**src/rtl/pipe_id_idex_pkg.sv**
```systemverilog
// Shared decode constants for the ID stage: opcodes, funct, PCSrc encodings
// and bit positions inside the ID/EX control byte.
package pipe_id_idex_pkg;

  localparam logic [5:0] OP_RTYPE = 6'h00;
  localparam logic [5:0] OP_J     = 6'h02;
  localparam logic [5:0] OP_JAL   = 6'h03;
  localparam logic [5:0] OP_BEQ   = 6'h04;
  localparam logic [5:0] OP_ADDI  = 6'h08;
  localparam logic [5:0] OP_ANDI  = 6'h0c;
  localparam logic [5:0] OP_LW    = 6'h23;
  localparam logic [5:0] OP_SW    = 6'h2b;

  localparam logic [5:0] FN_JR    = 6'h08;

  typedef enum logic [2:0] {
    PCSRC_SEQ = 3'd0,
    PCSRC_J   = 3'd2,
    PCSRC_JR  = 3'd3
  } pcsrc_e;

  // idex_ctrl = {RegWrite, MemRead, MemWrite, MemToReg, ALUSrc, Branch, Link, ImmZero}
  localparam int CTRL_REGWRITE = 7;
  localparam int CTRL_MEMREAD  = 6;
  localparam int CTRL_MEMWRITE = 5;
  localparam int CTRL_MEMTOREG = 4;
  localparam int CTRL_ALUSRC   = 3;
  localparam int CTRL_BRANCH   = 2;
  localparam int CTRL_LINK     = 1;
  localparam int CTRL_IMMZERO  = 0;

  function automatic logic [31:0] sext16(input logic [15:0] imm);
    return {{16{imm[15]}}, imm};
  endfunction

endpackage

```
**src/rtl/pipe_id_idex_if.sv**
```systemverilog
// Bundle between IF, WB and EX around the ID stage. master = surrounding
// pipeline, slave = the ID stage itself.
interface pipe_id_idex_if;
  logic [63:0] IFID;
  logic        Flush;
  logic        WB_RegWrite;
  logic [4:0]  WB_Rd;
  logic [31:0] WB_Data;

  logic        PCWrite;
  logic        IFIDWrite;
  logic        Stall;
  logic [2:0]  PCSrc;
  logic [25:0] JT;
  logic [31:0] ConBA;
  logic [31:0] DatabusA;
  logic        IFFlush;

  logic [31:0] idex_pc4;
  logic [31:0] idex_a;
  logic [31:0] idex_b;
  logic [31:0] idex_imm;
  logic [4:0]  idex_rs;
  logic [4:0]  idex_rt;
  logic [4:0]  idex_rd;
  logic [7:0]  idex_ctrl;

  modport master (
    output IFID, Flush, WB_RegWrite, WB_Rd, WB_Data,
    input  PCWrite, IFIDWrite, Stall, PCSrc, JT, ConBA, DatabusA, IFFlush,
    input  idex_pc4, idex_a, idex_b, idex_imm, idex_rs, idex_rt, idex_rd, idex_ctrl
  );

  modport slave (
    input  IFID, Flush, WB_RegWrite, WB_Rd, WB_Data,
    output PCWrite, IFIDWrite, Stall, PCSrc, JT, ConBA, DatabusA, IFFlush,
    output idex_pc4, idex_a, idex_b, idex_imm, idex_rs, idex_rt, idex_rd, idex_ctrl
  );
endinterface

```
**src/rtl/pipe_id_idex_regfile.sv**
```systemverilog
// 32x32 register file, async read, sync write, $0 hardwired to zero.
// REGFILE_BYPASS_EN adds write-through from the WB port to both read ports.
module pipe_regfile (
  input  logic        clk,
  input  logic        rst_n,
  input  logic        i_we,
  input  logic [4:0]  i_wa,
  input  logic [31:0] i_wd,
  input  logic [4:0]  i_ra_a,
  input  logic [4:0]  i_ra_b,
  output logic [31:0] o_rd_a,
  output logic [31:0] o_rd_b
);

  logic [31:0] r_mem [0:31];
  logic        w_wr_en;
  logic [31:0] w_stored_a;
  logic [31:0] w_stored_b;

  assign w_wr_en = i_we && (i_wa != 5'd0);

  always_ff @(posedge clk or negedge rst_n) begin
    if (!rst_n) begin
      for (int i = 0; i < 32; i++) r_mem[i] <= '0;
    end else if (w_wr_en) begin
      r_mem[i_wa] <= i_wd;
    end
  end

  assign w_stored_a = (i_ra_a == 5'd0) ? 32'd0 : r_mem[i_ra_a];
  assign w_stored_b = (i_ra_b == 5'd0) ? 32'd0 : r_mem[i_ra_b];

`ifdef REGFILE_BYPASS_EN
  assign o_rd_a = (w_wr_en && (i_wa == i_ra_a)) ? i_wd : w_stored_a;
  assign o_rd_b = (w_wr_en && (i_wa == i_ra_b)) ? i_wd : w_stored_b;
`else
  assign o_rd_a = w_stored_a;
  assign o_rd_b = w_stored_b;
`endif

endmodule

```
**src/rtl/pipe_id_idex.sv**
```systemverilog
// MIPS ID stage + ID/EX register: decode, jump resolve, load-use/jr hazards.
// Optional REGFILE_BYPASS_EN enables WB write-through in pipe_regfile.
module pipe_id_idex
  import pipe_id_idex_pkg::*;
(
  input  logic          clk,
  input  logic          reset,
  pipe_id_idex_if.slave bus
);

  logic [31:0] w_pc4, w_instr;
  logic [5:0]  w_op, w_funct;
  logic [4:0]  w_rs, w_rt, w_rd;
  logic [15:0] w_imm16;
  logic [31:0] w_rd_a, w_rd_b, w_imm_ext;

  logic [7:0]  w_ctrl;
  logic [4:0]  w_dest;
  logic        w_is_j, w_is_jr;
  logic        w_load_use, w_jr_haz, w_stall, w_bubble;
  pcsrc_e      w_pcsrc;

  logic [31:0] r_pc4, r_a, r_b, r_imm;
  logic [4:0]  r_rs, r_rt, r_rd;
  logic [7:0]  r_ctrl;
  logic [4:0]  r_ld_rd;

  assign w_pc4   = bus.IFID[63:32];
  assign w_instr = bus.IFID[31:0];
  assign w_op    = w_instr[31:26];
  assign w_rs    = w_instr[25:21];
  assign w_rt    = w_instr[20:16];
  assign w_rd    = w_instr[15:11];
  assign w_funct = w_instr[5:0];
  assign w_imm16 = w_instr[15:0];

  pipe_regfile u_regfile (
    .clk    (clk),
    .rst_n  (reset),
    .i_we   (bus.WB_RegWrite),
    .i_wa   (bus.WB_Rd),
    .i_wd   (bus.WB_Data),
    .i_ra_a (w_rs),
    .i_ra_b (w_rt),
    .o_rd_a (w_rd_a),
    .o_rd_b (w_rd_b)
  );

  always_comb begin
    w_ctrl  = '0;
    w_dest  = w_rt;
    w_is_j  = 1'b0;
    w_is_jr = 1'b0;
    case (w_op)
      OP_RTYPE: begin
        w_dest = w_rd;
        if (w_funct == FN_JR) w_is_jr = 1'b1;
        else                  w_ctrl[CTRL_REGWRITE] = 1'b1;
      end
      OP_LW: begin
        w_ctrl[CTRL_REGWRITE] = 1'b1;
        w_ctrl[CTRL_MEMREAD]  = 1'b1;
        w_ctrl[CTRL_MEMTOREG] = 1'b1;
        w_ctrl[CTRL_ALUSRC]   = 1'b1;
      end
      OP_SW: begin
        w_ctrl[CTRL_MEMWRITE] = 1'b1;
        w_ctrl[CTRL_ALUSRC]   = 1'b1;
      end
      OP_BEQ:  w_ctrl[CTRL_BRANCH] = 1'b1;
      OP_ADDI: begin
        w_ctrl[CTRL_REGWRITE] = 1'b1;
        w_ctrl[CTRL_ALUSRC]   = 1'b1;
      end
      OP_ANDI: begin
        w_ctrl[CTRL_REGWRITE] = 1'b1;
        w_ctrl[CTRL_ALUSRC]   = 1'b1;
        w_ctrl[CTRL_IMMZERO]  = 1'b1;
      end
      OP_J:    w_is_j = 1'b1;
      OP_JAL: begin
        w_is_j                = 1'b1;
        w_dest                = 5'd31;
        w_ctrl[CTRL_REGWRITE] = 1'b1;
        w_ctrl[CTRL_LINK]     = 1'b1;
      end
      default: ;
    endcase
    if (w_dest == 5'd0) w_ctrl[CTRL_REGWRITE] = 1'b0;
  end

  assign w_imm_ext = w_ctrl[CTRL_IMMZERO] ? {16'd0, w_imm16} : sext16(w_imm16);

  // r_ld_rd remembers a load that just left EX, so a jr behind it waits a
  // second cycle until the loaded value reaches write-back.
  assign w_load_use = r_ctrl[CTRL_MEMREAD] && (r_rt != 5'd0) &&
                      ((r_rt == w_rs) || (r_rt == w_rt));
  assign w_jr_haz   = w_is_jr &&
                      ((r_ctrl[CTRL_REGWRITE] && (r_rd == w_rs)) ||
                       ((r_ld_rd != 5'd0) && (r_ld_rd == w_rs)));
  assign w_stall    = reset && !bus.Flush && (w_load_use || w_jr_haz);
  assign w_bubble   = bus.Flush || w_stall;

  always_comb begin
    w_pcsrc = PCSRC_SEQ;
    if (reset && !w_bubble) begin
      if (w_is_j)       w_pcsrc = PCSRC_J;
      else if (w_is_jr) w_pcsrc = PCSRC_JR;
    end
  end

  assign bus.PCWrite   = !w_stall;
  assign bus.IFIDWrite = !w_stall;
  assign bus.Stall     = w_stall;
  assign bus.PCSrc     = w_pcsrc;
  assign bus.JT        = w_instr[25:0];
  assign bus.ConBA     = w_pc4 + (sext16(w_imm16) << 2);
  assign bus.DatabusA  = w_rd_a;
  assign bus.IFFlush   = reset && !w_bubble && (w_is_j || w_is_jr);

  always_ff @(posedge clk or negedge reset) begin
    if (!reset) begin
      r_pc4   <= '0;
      r_a     <= '0;
      r_b     <= '0;
      r_imm   <= '0;
      r_rs    <= '0;
      r_rt    <= '0;
      r_rd    <= '0;
      r_ctrl  <= '0;
      r_ld_rd <= '0;
    end else begin
      r_ld_rd <= (r_ctrl[CTRL_MEMREAD] && r_ctrl[CTRL_REGWRITE]) ? r_rd : 5'd0;
      if (w_bubble) begin
        r_pc4  <= '0;
        r_a    <= '0;
        r_b    <= '0;
        r_imm  <= '0;
        r_rs   <= '0;
        r_rt   <= '0;
        r_rd   <= '0;
        r_ctrl <= '0;
      end else begin
        r_pc4  <= w_pc4;
        r_a    <= w_rd_a;
        r_b    <= w_rd_b;
        r_imm  <= w_imm_ext;
        r_rs   <= w_rs;
        r_rt   <= w_rt;
        r_rd   <= w_dest;
        r_ctrl <= w_ctrl;
      end
    end
  end

  assign bus.idex_pc4  = r_pc4;
  assign bus.idex_a    = r_a;
  assign bus.idex_b    = r_b;
  assign bus.idex_imm  = r_imm;
  assign bus.idex_rs   = r_rs;
  assign bus.idex_rt   = r_rt;
  assign bus.idex_rd   = r_rd;
  assign bus.idex_ctrl = r_ctrl;

endmodule
```
**src/flat_wrapper.sv**
```systemverilog
// flat-port wrapper written by rule: the top's interface ports become plain ports
module pipe_id_idex_flat import pipe_id_idex_pkg::*;
  (clk, reset, bus_IFID, bus_Flush, bus_WB_RegWrite, bus_WB_Rd, bus_WB_Data, bus_PCWrite, bus_IFIDWrite, bus_Stall, bus_PCSrc, bus_JT, bus_ConBA, bus_DatabusA, bus_IFFlush, bus_idex_pc4, bus_idex_a, bus_idex_b, bus_idex_imm, bus_idex_rs, bus_idex_rt, bus_idex_rd, bus_idex_ctrl);
  pipe_id_idex_if bus_i ();
  input  logic clk;
  input  logic reset;
  input wire logic [$bits(bus_i.IFID)-1:0] bus_IFID;
  input wire logic [$bits(bus_i.Flush)-1:0] bus_Flush;
  input wire logic [$bits(bus_i.WB_RegWrite)-1:0] bus_WB_RegWrite;
  input wire logic [$bits(bus_i.WB_Rd)-1:0] bus_WB_Rd;
  input wire logic [$bits(bus_i.WB_Data)-1:0] bus_WB_Data;
  output wire logic [$bits(bus_i.PCWrite)-1:0] bus_PCWrite;
  output wire logic [$bits(bus_i.IFIDWrite)-1:0] bus_IFIDWrite;
  output wire logic [$bits(bus_i.Stall)-1:0] bus_Stall;
  output wire logic [$bits(bus_i.PCSrc)-1:0] bus_PCSrc;
  output wire logic [$bits(bus_i.JT)-1:0] bus_JT;
  output wire logic [$bits(bus_i.ConBA)-1:0] bus_ConBA;
  output wire logic [$bits(bus_i.DatabusA)-1:0] bus_DatabusA;
  output wire logic [$bits(bus_i.IFFlush)-1:0] bus_IFFlush;
  output wire logic [$bits(bus_i.idex_pc4)-1:0] bus_idex_pc4;
  output wire logic [$bits(bus_i.idex_a)-1:0] bus_idex_a;
  output wire logic [$bits(bus_i.idex_b)-1:0] bus_idex_b;
  output wire logic [$bits(bus_i.idex_imm)-1:0] bus_idex_imm;
  output wire logic [$bits(bus_i.idex_rs)-1:0] bus_idex_rs;
  output wire logic [$bits(bus_i.idex_rt)-1:0] bus_idex_rt;
  output wire logic [$bits(bus_i.idex_rd)-1:0] bus_idex_rd;
  output wire logic [$bits(bus_i.idex_ctrl)-1:0] bus_idex_ctrl;
  assign bus_i.IFID = bus_IFID;
  assign bus_i.Flush = bus_Flush;
  assign bus_i.WB_RegWrite = bus_WB_RegWrite;
  assign bus_i.WB_Rd = bus_WB_Rd;
  assign bus_i.WB_Data = bus_WB_Data;
  assign bus_PCWrite = bus_i.PCWrite;
  assign bus_IFIDWrite = bus_i.IFIDWrite;
  assign bus_Stall = bus_i.Stall;
  assign bus_PCSrc = bus_i.PCSrc;
  assign bus_JT = bus_i.JT;
  assign bus_ConBA = bus_i.ConBA;
  assign bus_DatabusA = bus_i.DatabusA;
  assign bus_IFFlush = bus_i.IFFlush;
  assign bus_idex_pc4 = bus_i.idex_pc4;
  assign bus_idex_a = bus_i.idex_a;
  assign bus_idex_b = bus_i.idex_b;
  assign bus_idex_imm = bus_i.idex_imm;
  assign bus_idex_rs = bus_i.idex_rs;
  assign bus_idex_rt = bus_i.idex_rt;
  assign bus_idex_rd = bus_i.idex_rd;
  assign bus_idex_ctrl = bus_i.idex_ctrl;
  pipe_id_idex u_core (.clk(clk), .reset(reset), .bus(bus_i));
endmodule
```
**config.mk**
```make
export PLATFORM = sky130hd
export DESIGN_NAME = pipe_id_idex_flat
export DESIGN_NICKNAME = d
export VERILOG_FILES = /design/src/rtl/pipe_id_idex_pkg.sv /design/src/rtl/pipe_id_idex_if.sv /design/src/rtl/pipe_id_idex_regfile.sv /design/src/rtl/pipe_id_idex.sv /design/src/flat_wrapper.sv
export SDC_FILE = /design/constraint.sdc
export NUM_CORES = 2
export LEC_CHECK = 0
export ABC_CLOCK_PERIOD_IN_PS = 3320
export CORE_MARGIN = 5
export CORE_UTILIZATION = 55
export DETAILED_ROUTE_END_ITERATION = 10
export PLACE_DENSITY_LB_ADDON = 0.1
export SYNTH_ARGS = -nofsm -noshare
export SYNTH_HDL_FRONTEND = slang
export SYNTH_SLANG_ARGS = --single-unit
```
**constraint.sdc**
```tcl
create_clock -name clk -period 3.32 [get_ports clk]
set_clock_uncertainty 0.15 [all_clocks]
set_input_delay 0.664 -clock clk [delete_from_list [all_inputs] [get_ports clk]]
set_output_delay 0.664 -clock clk [all_outputs]
set_load 0.01 [all_outputs]
```
== Word-level counts from Yosys, hierarchy flattened ==
Cells that the tools add are included.
Widths: inputs -> output; s select.
Storage, ports and cells
  word-level logic and storage cells: 128
  output and inout port bits: 248
  register bits: 1180
  input bits: 105
Operators by class
  order comparisons: 4
  muxes and demuxes: 37
  bitwise logic cells: 3
  equal/unequal tests: 12
  reduce and logical (&&, ||, !) cells: 30
  add/sub/neg operators: 1
Operators with widths (number)
  $bwmux 1024: 1
  $mux 32: 12
  $bmux 32 s5: 2
  $demux 32 s5: 1
  $add 32x32->32: 1
  $eq 5x5->1: 4
  $mux 5: 4
  $eq 6x4->1 const B: 3
  $ge 6x6->1 const B: 3
  $not 5->6: 3
  $logic_not 5->1: 3
  $reduce_bool 5->1: 3
  $eq 6x2->1 const B: 2
  $eq 6x6->1 const B: 2
  $logic_and 1x1->1: 12
  $mux 1: 11
  $pmux 5 s2: 1
  $mux 8: 1
  $reduce_or 4->1: 2
  $eq 6x3->1 const B: 1
  $logic_not 6->1: 1
  $lt 6x1->1 const B: 1
  $mux 3: 2
  $logic_or 1x1->1: 5
  4 further kinds: 6

== Longest topological paths before layout ==
  depth after elaboration: 10
  gate-level depth with buffers: 10
  gate-level depth less buffers: 9

== By module ==
Synthesis repeated with hierarchy kept, for this count alone.
Second synthesis, totals
  cell total of the unflattened synthesis: 4167
  area, all modules: 61174.9 µm²
By module, submodules not included
  pipe_regfile: sequential area each 25624.6 µm², area an instance 54161.9 µm², times used 1, cells an instance 3514
  pipe_id_idex: sequential area each 3503.4 µm², area an instance 7013.0 µm², times used 1, cells an instance 653

== Worst setup path before layout ==
OpenSTA, ideal clock, no wires.
  path kind: input to output
  start: in bus_IFID[0]
  end: out bus_ConBA[24]
  stages on the path: 9
  required time: 2506 ps
  arrival: 2836 ps
  path slack: -330 ps
  buffers on the path: 0
  cells stage by stage: ha_1 fa_1 a211oi_1 o21ai_0 o2111a_1 a41o_1 a41oi_1 o21bai_1 xor2_1
Between the ends
  word-level cells in the longest chain between the ends: 1
RTL lines
  start, declared: line flat_wrapper.sv:7  | input wire logic [$bits(bus_i.IFID)-1:0] bus_IFID;
  $add 32x32->32: line pipe_id_idex.sv:117  | assign bus.ConBA = w_pc4 + (sext16(w_imm16) << 2);
  end, declared: line flat_wrapper.sv:17  | output wire logic [$bits(bus_i.ConBA)-1:0] bus_ConBA;
No other way between the ends.

== Worst setup path in the final report ==
  start: in bus_IFID[0]
  end: out bus_ConBA[28]
The elaborated chain is that of the path after synthesis.

==> results.json <==
{
  "status": "complete, but fails checks",
  "violations": "setup timing",
  "p_per_area_nw_per_um2": 570.5,
  "syn_inst": 3855,
  "clockRootBuffer": "clkbuf_16",
  "vias": 38700,
  "async_flop_share_pct": 100.0,
  "route.detailed.wl_per_inst_um": 31.62,
  "grt_usage_pct": 31.91,
  "rr_worst_depth": 10,
  "grt_pass1_wl_um": 274600,
  "cts_buffers": 132,
  "hold_path_depth": 2,
  "setup_viol": 44,
  "yosysWarnings": 0,
  "synth_top_family_by_area": "multiplexers",
  "p_leak_uw": 0.03271,
  "worstPathMaxFanout": 5,
  "start_util_pct": 55.48,
  "synth-compound-area-share_pct": 1.535,
  "core_um2": 109000,
  "post-route-worst-setup-slack_ps": -369.7,
  "arrival_ps": 2880,
  "place_ws_ps": -1352,
  "clk_latency_ps": 730,
  "viasPerCell": 6.597,
  "maxCapViolCount": 0,
  "holdWs_ps": 62.17,
  "syn2layout_area_growth_pct": 24.55,
  "start_kind": "input pin",
  "wl_um": 185500,
  "clock_path_buffers": 3,
  "relSlewSlack_pct": 26.92,
  "worst-slew-pin-transition_ps": 1093,
  "synthFlopType": "dfrtp_1",
  "synth-edff-count": 0,
  "routabilityCongestion": 0.9433,
  "cts.sinks": 1164,
  "layout.nets": 4490,
  "synth_nets": 3990,
  "yosys.area_share.adder_pct": 0.6331,
  "slew_viol_final": 0,
  "final_antenna_net_count": 0,
  "first_pass_iters": 5,
  "boundaryPins": 353,
  "hold_path.class": "input pin to flip-flop",
  "cts_tree": "built",
  "path_clk_slew_ps": 60,
  "nFillCells": 7356,
  "crit-reg2reg-capture": "u_core.bus.idex_b[14]$_DFF_PN0_",
  "drive_gt1_share_pct": 58.55,
  "ys_ff_latch": 1164,
  "rsz0062_at_grt": "yes",
  "ir_drop_mv": 0.4141,
  "synthSimpleGateAreaFrac_pct": 2.704,
  "finalHoldViolations": 0,
  "drc": 0,
  "regToRegStartpoint": "u_core.bus.idex_rt[3]$_DFF_PN0_",
  "period_needed_ps": 3690,
  "layout_worst_path_cycle_share_pct": 111.1,
  "dieArea_um2": 116700,
  "ys_seq_area_share_pct": 48.16,
  "muxShareOfSynthArea_pct": 42.87,
  "post-dp-hpwl_um": 111400,
  "htree_levels": 4,
  "antenna_found_initial": 5,
  "hold_start": "bus_IFID[10]",
  "grt_max_degree": 162,
  "required_ps": 2510,
  "whs_endpoint": "u_core.bus.idex_imm[10]$_DFF_PN0_",
  "die_height_um": 341.6,
  "postSynthAreaPerCell_um2": 15.69,
  "drtIter0Drc": 3550,
  "grt_pass1_vias": 40150,
  "placementRows": 121,
  "overflow": 0,
  "criticalPathCategory": "input pin to primary output",
  "die_w_um": 341.6,
  "r2r_setup_slack_ps": 490,
  "netlist_area_um2": 60480,
  "placement.io_buffers": 351,
  "fmax_mhz": 271.0,
  "synth_cell_types": 61,
  "synth-xor-area-share_pct": 0.7096,
  "cp-end-kind": "primary output"
}
[where the power goes]
group | internal [µW] | switching [µW]
registers | 16700 | 1750
clock network | 8770 | 5830
logic | 6160 | 3750
total | 31600 | 11300
[placed cells by master (no fill, tap or decap), drive strengths merged, types with 9 or more instances in the layout]
cell,netlist,final
dfrtp,1164,1164
mux2,992,992
mux4,638,638
buf,194,545
clkdlybuf4s50,0,239
clkbuf,268,199
nand2,92,92
and2,91,91
nor2,70,70
a21oi,70,70
mux2i,39,39
ha,29,29
xnor2,25,25
xor2,24,24
clkinv,1,24
dlygate4sd2,0,18
o21ai,18,18
a21o,16,16
nor3,13,13
clkdlybuf4s15,0,13
inv,7,10
nand4,9,9
[through the flow]
step	area, µm²	total power, µW	util, %	cells	setup TNS (ps)
final	75330	42970	69.10	5866	-6257
after global routing	75320	44740	69.10	5863	-8857
after CTS	74560	42910	68.40	5838	-7359
after detailed placement	68040	27910	62.42	5506	-96860
after global placement	68040	27530	62.42	5506	-94560
after floorplan	60550	24430	-	3855	-359.7
[worst max-delay path by stage]
stage / from / to / cells past startpoint / slack, ps
2_1_floorplan: bus_IFID[0] / bus_ConBA[24] / 9 / -90
3_3_place_gp: bus_IFID[0] / bus_ConBA[28] / 11 / -1340
3_5_place_dp: bus_IFID[0] / bus_ConBA[28] / 11 / -1350
4_1_cts: bus_IFID[0] / bus_ConBA[28] / 11 / -440
5_1_grt: bus_IFID[0] / bus_ConBA[28] / 11 / -420
6_report: bus_IFID[0] / bus_ConBA[28] / 11 / -370
[routing by layer]
metal  part of all wire [%]  track usage (%)  vias to the layer above
met4                    3.1            9.704                        4
met1                     42            46.28                    21050
li1                       -                -                    15690
met3                    7.7            6.440                      317
met5                  0.018                0                        -
met2                     48            49.68                     1637
[final cells by class]
class                      count  area [µm²]  area share (%)
multi-input combinational   2221       30700           40.76
timing repair buffer         828        9350           12.41
sequential                  1164       29130           38.67
inverter                       8       37.54         0.04983
clock buffer                 190        3909           5.189
antenna                        3       7.507        0.009966
clock inverter                38       419.2          0.5565
tap                         1414        1769           2.349
[synth_stat cells, types with 9 or more instances]
| cell | n | share of area, % |
|---|---|---|
| buf_2 | 75 | 0.62 |
| and2_1 | 91 | 0.94 |
| nand4_1 | 9 | 0.093 |
| xnor2_1 | 25 | 0.36 |
| o21ai_0 | 18 | 0.15 |
| clkbuf_1 | 268 | 1.7 |
| mux2_2 | 987 | 18 |
| nor2_1 | 70 | 0.43 |
| ha_1 | 29 | 0.60 |
| mux2i_1 | 39 | 0.65 |
| a21oi_1 | 69 | 0.57 |
| xor2_1 | 24 | 0.35 |
| nand2_1 | 91 | 0.56 |
| mux4_2 | 638 | 24 |
| buf_4 | 49 | 0.61 |
| dfrtp_1 | 1164 | 48 |
| nor3_1 | 12 | 0.099 |
| buf_1 | 70 | 0.43 |
| a21o_1 | 16 | 0.20 |
[cells by family after synthesis]
| family | count (synthesis) |
|---|---|
| buffers and inverters | 470 |
| adders and majority gates | 30 |
| muxes | 1669 |
| and+or+nand+nor | 323 |
| xor gates and xnor gates | 49 |
| AOI/OAI and AO/OA | 149 |
| other | 1 |
| DFF | 1164 |
[sequential cells by signal, indices dropped and copies added (netlist names), 7 cells and up]
register                cells
u_core.bus.idex_imm        17
u_core.u_regfile.r_mem   1024
u_core.bus.idex_ctrl        7
u_core.bus.idex_a          32
u_core.bus.idex_b          32
u_core.bus.idex_pc4        32
[what timing repair did]
action / CTS / global route
cloned: 16 / 7
pin swaps: 67 / 63
gates resized for setup: 600 / 167
setup buffers: 85 / 47
endpoints found under the setup margin: 66 / 59
hold buffers: 3 / 0
endpoints found under the hold margin: 57 / 0
[worst max-delay path, cell delays in order]
cell and delay [ps]:
buf_8 100, ha_4 160, fa_2 400, a211oi_2 230
o21ai_2 90, o2111a_1 270, a41o_4 260, a31o_4 250
a21oi_4 170, xnor2_2 120, buf_2 150
Power figures use the tool's default switching activity.
